--- config.mk ---
export PLATFORM = sky130hd
export DESIGN_NAME = fifo_afull
export DESIGN_NICKNAME = d
export VERILOG_FILES = /design/src/rtl/fifo_afull.sv
export SDC_FILE = /design/constraint.sdc
export NUM_CORES = 1
export LEC_CHECK = 0
export ABC_CLOCK_PERIOD_IN_PS = 4200
export CAP_MARGIN = 0
export CORE_ASPECT_RATIO = 0.75
export CORE_MARGIN = 2
export CORE_UTILIZATION = 60
export CTS_CLUSTER_SIZE = 8
export DETAILED_ROUTE_END_ITERATION = 16
export PLACE_DENSITY = 0.77
export SLEW_MARGIN = 30
export SYNTH_ARGS = -nofsm -noshare
export SYNTH_HDL_FRONTEND = slang
export SYNTH_SLANG_ARGS = --single-unit
export TNS_END_PERCENT = 10
--- constraint.sdc ---
create_clock -name clk -period 4.2 [get_ports clk]
set_input_delay 0.84 -clock clk [delete_from_list [all_inputs] [get_ports clk]]
set_output_delay 0.84 -clock clk [all_outputs]
set_load 0.05 [all_outputs]
--- src/rtl/fifo_afull.sv ---
// First-word fall-through FIFO over a register array, with an occupancy count and
// an almost-full flag so producers with long flow-control latency can throttle early.
module fifo_afull #(
    parameter int DATA_WIDTH         = 32,
    parameter int ADDR_WIDTH         = 5,
    parameter int DEPTH              = 32,
    parameter int ALMOST_FULL_MARGIN = 2
) (
    input  logic                  clk,
    input  logic                  reset,
    output logic                  if_full_n,
    output logic                  if_almost_full_n,
    input  logic                  if_write_ce,
    input  logic                  if_write,
    input  logic [DATA_WIDTH-1:0] if_din,
    output logic                  if_empty_n,
    input  logic                  if_read_ce,
    input  logic                  if_read,
    output logic [DATA_WIDTH-1:0] if_dout,
    output logic [ADDR_WIDTH:0]   if_count
);
    localparam int CW = ADDR_WIDTH + 1;
    localparam logic [ADDR_WIDTH-1:0] LAST_PTR    = ADDR_WIDTH'(DEPTH - 1);
    localparam logic [CW-1:0]         FULL_LEVEL  = CW'(DEPTH);
    localparam logic [CW-1:0]         AFULL_LEVEL = CW'(DEPTH - ALMOST_FULL_MARGIN);

    logic [DATA_WIDTH-1:0] mem [DEPTH];
    logic [ADDR_WIDTH-1:0] rd_ptr;
    logic [ADDR_WIDTH-1:0] wr_ptr;
    logic [CW-1:0]         count_next;
    logic                  push;
    logic                  pop;

    // Explicit wrap keeps non-power-of-two depths from indexing past DEPTH-1.
    function automatic logic [ADDR_WIDTH-1:0] next_ptr(input logic [ADDR_WIDTH-1:0] ptr);
        return (ptr == LAST_PTR) ? '0 : ptr + ADDR_WIDTH'(1);
    endfunction

    assign push = if_write & if_write_ce & if_full_n;
    assign pop  = if_read & if_read_ce & if_empty_n;

    always_comb begin
        count_next = if_count;
        case ({push, pop})
            2'b10:   count_next = if_count + CW'(1);
            2'b01:   count_next = if_count - CW'(1);
            default: count_next = if_count;
        endcase
    end

    // Flags are registered from the next-state count so they line up with if_count.
    always_ff @(posedge clk) begin
        if (!reset) begin
            rd_ptr           <= '0;
            wr_ptr           <= '0;
            if_count         <= '0;
            if_empty_n       <= 1'b0;
            if_full_n        <= 1'b1;
            if_almost_full_n <= 1'b1;
        end else begin
            if (push) wr_ptr <= next_ptr(wr_ptr);
            if (pop)  rd_ptr <= next_ptr(rd_ptr);
            if_count         <= count_next;
            if_empty_n       <= (count_next != '0);
            if_full_n        <= (count_next != FULL_LEVEL);
            if_almost_full_n <= (count_next < AFULL_LEVEL);
        end
    end

    // Storage carries no reset; contents are only meaningful between the pointers.
    always_ff @(posedge clk) begin
        if (reset && push) mem[wr_ptr] <= if_din;
    end

    assign if_dout = mem[rd_ptr];
endmodule

Word-level counts from Yosys, hierarchy flattened --
Memories as Yosys holds them, arrays and structs flattened. A register that Yosys moved wholly into a read port is not among the register bits. Index checks and enable logic that the tools add are counted.
Operators by class: add/subtract/negate cells 4, magnitude comparators 1, equality and inequality tests 5, muxes and demuxes 7, bitwise operators 4, reductions and logical operators 2
Operators with widths (number):
- $mux W5 | 4
- $pmux W6 S2 | 1
- $add A5 B1 Y5 const B | 2
- $eq A5 B5 Y1 const B | 2
- $add A6 B1 Y6 const B | 1
- $lt A6 B5 Y1 const B | 1
- $ne A6 B6 Y1 const B | 1
- $reduce_bool A6 Y1 | 1
- $sub A6 B1 Y6 const B | 1
- $and A1 B1 Y1 | 4
- $eq A2 B1 Y1 const B | 1
- $eq A2 B2 Y1 const B | 1
- $mux W1 | 2
- $logic_and A1 B1 Y1 | 1
Word-level totals: flip-flop bits (word level) 19, memory bits (writable) 1024, input port bits 38, output and inout bits 41, logic and storage cells 30, memories 1
Memory list:
- mem | words 32, width 32, rd ports 1, clocked after memory_dff 1, write ports 1, RTL line 27 | logic [DATA_WIDTH-1:0] mem [DEPTH];

Longest topological paths before layout --
depth in word-level cells 5, mapped depth 12, depth with buffers taken out 10

Worst setup path after synthesis --
No wires, ideal clock.
kind input -> register, start point input if_write, end point register if_empty_n, library setup time 0.125 ns, data arrival time 3.131 ns, data required time 4.075 ns, setup slack 0.944 ns, stages on the path 11, buffers on the path 2, cells stage by stage and3_1 -> clkbuf_1 -> inv_1 -> ha_1 -> clkbuf_1 -> xor2_1 -> ha_1 -> a211o_1 -> a31oi_1 -> a221oi_1 -> o41a_1
Between the ends: cells in the longest elaborated chain, start to end 5, elaborated cells on any way between the ends 6, those cells by class 2 x eq/ne; 1 x mux; 2 x bitwise; 1 x reduce/logical
Ends and longest elaborated chain:
- start, declared | RTL line 14 | input logic if_write,
- $and A1 B1 Y1 * (2 in series) | RTL line 39 | assign push = if_write & if_write_ce & if_full_n;
- $eq A2 B1 Y1 or $eq A2 B2 Y1 (tied branches) | RTL line 44 | case ({push, pop})
- $pmux W6 S2 * | RTL line 44
- $reduce_bool A6 Y1 * | RTL line 64 | if_empty_n <= (count_next != '0);
- end signal, assigned | RTL line 64
- end, declared | RTL line 16 | output logic if_empty_n,
Mark *: on every way between the ends. The rest lies on a longest branch, timed or not. A chain may end at the register's enable or synchronous reset.

==> flow_metrics.env <==
export IMPL_yosysUniqueCellTypes=43
export IMPL_synthArstFlopShare_pct=0
export IMPL_synth_xor_area_share_pct=0.0654
export IMPL_stdcell_area_um2=46700
export IMPL_syn_to_final_growth_pct=16.3
export IMPL_fin_skew_ns=0.0266
export IMPL_synth_edf_count=1024
export IMPL_synth_nets=1681
export IMPL_status="finished, final reports clean"
export IMPL_cts_setup_buffers=0
export IMPL_grt_pass1_wl_um=143000
export IMPL_cp_end_kind="output pin"
export IMPL_worst_slew_pin_slew_ns=0.820
export IMPL_p_per_area_nw_per_um2=487
export IMPL_relSlewSlack_pct=45.2
export IMPL_placed_area_um2=42800
export IMPL_drtIter0Drc=2733
export IMPL_grt_max_degree=59
export IMPL_synthSimpleGateAreaFrac_pct=1.21
export IMPL_core_area_um2=66500
export IMPL_fill_cells=3669
export IMPL_drive_gt1_share_pct=36.8
export IMPL_synthesis_area_um2=40100
export IMPL_slew_viol_final=0
export IMPL_nets=1902
export IMPL_fmax_ghz=0.241
export IMPL_vias_per_cell=6.94
export IMPL_synth_compound_area_share_pct=0.536
export IMPL_gp_congestion=0.752
export IMPL_ys_warn_count=0
export IMPL_wl_per_cell_um=36.0
export IMPL_drc_errors=0
export IMPL_dp_hpwl_um=46100
export IMPL_die_w_um=303
export IMPL_synth_avg_cell_area_um2=24.6
export IMPL_ant_nets=0
export IMPL_cts_tree="yes"
export IMPL_ys_ff_latch=1048
export IMPL_vias=19100
export IMPL_dieHeight_um=228
export IMPL_synthMuxAreaShare_pct=18.9
export IMPL_p_leak_uw=0.0143
export IMPL_hold_ws_ns=0.527
export IMPL_finalSetupViolCount=0
export IMPL_cts_root_buf="clkbuf_16"
export IMPL_cts_made_buffers=148
export IMPL_htree_levels=4
export IMPL_clkLatencyLatePin_ns=0.72
export IMPL_grt_antenna_before_repair=3
export IMPL_pin_count=79
export IMPL_path_max_fanout=38
export IMPL_final_hold_viol_count=0
export IMPL_worstSetupPathType="flip-flop to output pin"
export IMPL_period_share_pct=98.6
export IMPL_rsz0062_at_grt="true"
export IMPL_path_clk_slew_ns=0.05
export IMPL_track_usage_pct=29.9
export IMPL_worstPathRequired_ns=3.36
export IMPL_ir_drop_mv=0.471
export IMPL_grt_overflow_total=0
export IMPL_hp_class="flip-flop to flip-flop"
export IMPL_ys_seq_area_share_pct=77.8
export IMPL_grt_pass1_vias=20300
export IMPL_maxCapViolations=0
export IMPL_fin_crit_ns=4.14
export IMPL_dieArea_um2=69000
export IMPL_worst_setup_path_start_kind="flip-flop"
export IMPL_antenna_cells=0
export IMPL_synth_fa_ha_area_share_pct=0.312
export IMPL_wl_um=99400
export IMPL_synthFlopType="edfxtp_1"
export IMPL_drt_pass1_iter_count=6
export IMPL_synth_top_family_by_area="multiplexers"
export IMPL_syn_inst=1633
export IMPL_rows=82
export IMPL_cts_max_path_buffers=3
export IMPL_cts_sinks=1048
export IMPL_start_util_pct=60.4
export IMPL_cp_arrival_ns=3.30
export IMPL_portBuffers=78
## through the flow
| step | cells | setup WS [ns] | setup TNS [ns] | utilization (%) | power [uW] |
|---|---|---|---|---|---|
| floorplan | 1633 | 0.944 | 0 | - | 12200 |
| global placement | 2585 | 0.459 | 0 | 64.4 | 12400 |
| detailed placement | 2585 | 0.282 | 0 | 64.4 | 12500 |
| CTS | 2758 | -0.0466 | -0.235 | 70.4 | 22900 |
| global route | 2759 | -0.0457 | -0.160 | 70.2 | 23300 |
| finish | 2759 | 0.0590 | 0 | 70.2 | 22700 |
## timing repair
item | in CTS | in global routing
gates cloned | 0 | 1
resized for setup | 9 | 8
pin swaps | 0 | 0
setup endpoints to repair | 24 | 20
hold buffers | 0 | 0
## sequential cells by signal, indices dropped and copies added (netlist names), named ones only
register          flops
wr_ptr                5
if_full_n             1
if_empty_n            1
if_almost_full_n      1
mem                1024
if_count              6
rd_ptr                5
## power breakdown
group / leakage [uW] / internal (uW) / switching (uW) / total [uW]
Sequential: 0.00940 / 11500 / 18.0 / 11500
Combinational: 0.00299 / 309 / 441 / 750
Clock: 0.00192 / 6280 / 4180 / 10500
## cell usage after synthesis (all sizes together) (3+ instances only)
cell    instances  area share (%)
ha             10            0.31
and3            5           0.078
mux2           32            0.90
and2            3           0.047
clkbuf         37            0.35
dfxtp          24             1.2
nand3           9            0.11
xor2            3           0.065
nor2b          11            0.17
inv             5           0.047
nor2           37            0.35
edfxtp       1024              77
mux4          320              18
a21oi           5           0.062
nand2          16            0.15
a21boi          5           0.094
mux2i           4            0.10
a31oi           3           0.047
buf            46            0.75
o21ai           6           0.075
## layer usage
| metal | track usage (%) | routed length [um] | up-vias |
|---|---|---|---|
| met4 | 11.4 | 3150 | 6 |
| met5 | 0 | 33 | - |
| met3 | 6.97 | 9490 | 202 |
| met1 | 40.6 | 36200 | 10200 |
| li1 | - | - | 7451 |
| met2 | 47.9 | 50400 | 1235 |
## kinds of logic after synthesis
kind of cell,Yosys count
multiplexers,356
flip-flops,1048
AO/OA/AOI/OAI,31
AND/OR/NAND/NOR,97
XOR/XNOR,3
adder cells (fa/ha/maj),10
buffers and inverters,88
## cell usage in the layout (no fill, tap or decap), types with 6 or more instances in the layout
master and n:
nor2b_1 11, clkbuf_1 14, nand3_1 9, dfxtp_1 19
mux4_2 320, clkdlybuf4s50_1 14, buf_2 32, edfxtp_1 1024
buf_12 37, mux2_2 29, buf_4 57, buf_6 9
o21ai_0 6, clkbuf_16 150, nand2_1 16, nor2_4 32
ha_1 10
## critical path, stage by stage (launching register included)
cell and delay, ns:
dfxtp_4 0.41, buf_12 0.23, buf_16 0.30, mux4_2 0.58, mux4_2 0.56, mux2_4 0.30, buf_6 0.16
## cell type report
class,count,area (um2),area share (%)
inverters,5,18.8,0.0402
repair buffers,154,1690,3.63
flip-flops and latches,1048,31200,66.9
clock buffers,163,3780,8.10
multi-input cells,497,8710,18.7
clock inverters,10,143,0.305
well taps,882,1100,2.36
## final timing paths
check / start / endpoint / slack, ns / depth (start not counted)
setup / recovery: flip-flop / if_dout[16] / 0.06 / 6
hold / removal: rd_ptr[3]$_SDFFE_PN0N_ / flip-flop / 0.53 / 2
setup reg to reg: if_full_n$_SDFF_PN1_ / if_almost_full_n$_SDFF_PN1_ / 1.20 / 9
hold reg to reg: rd_ptr[3]$_SDFFE_PN0N_ / flip-flop / 0.53 / 2
No activity file was read; power rests on OpenSTA's default activity.
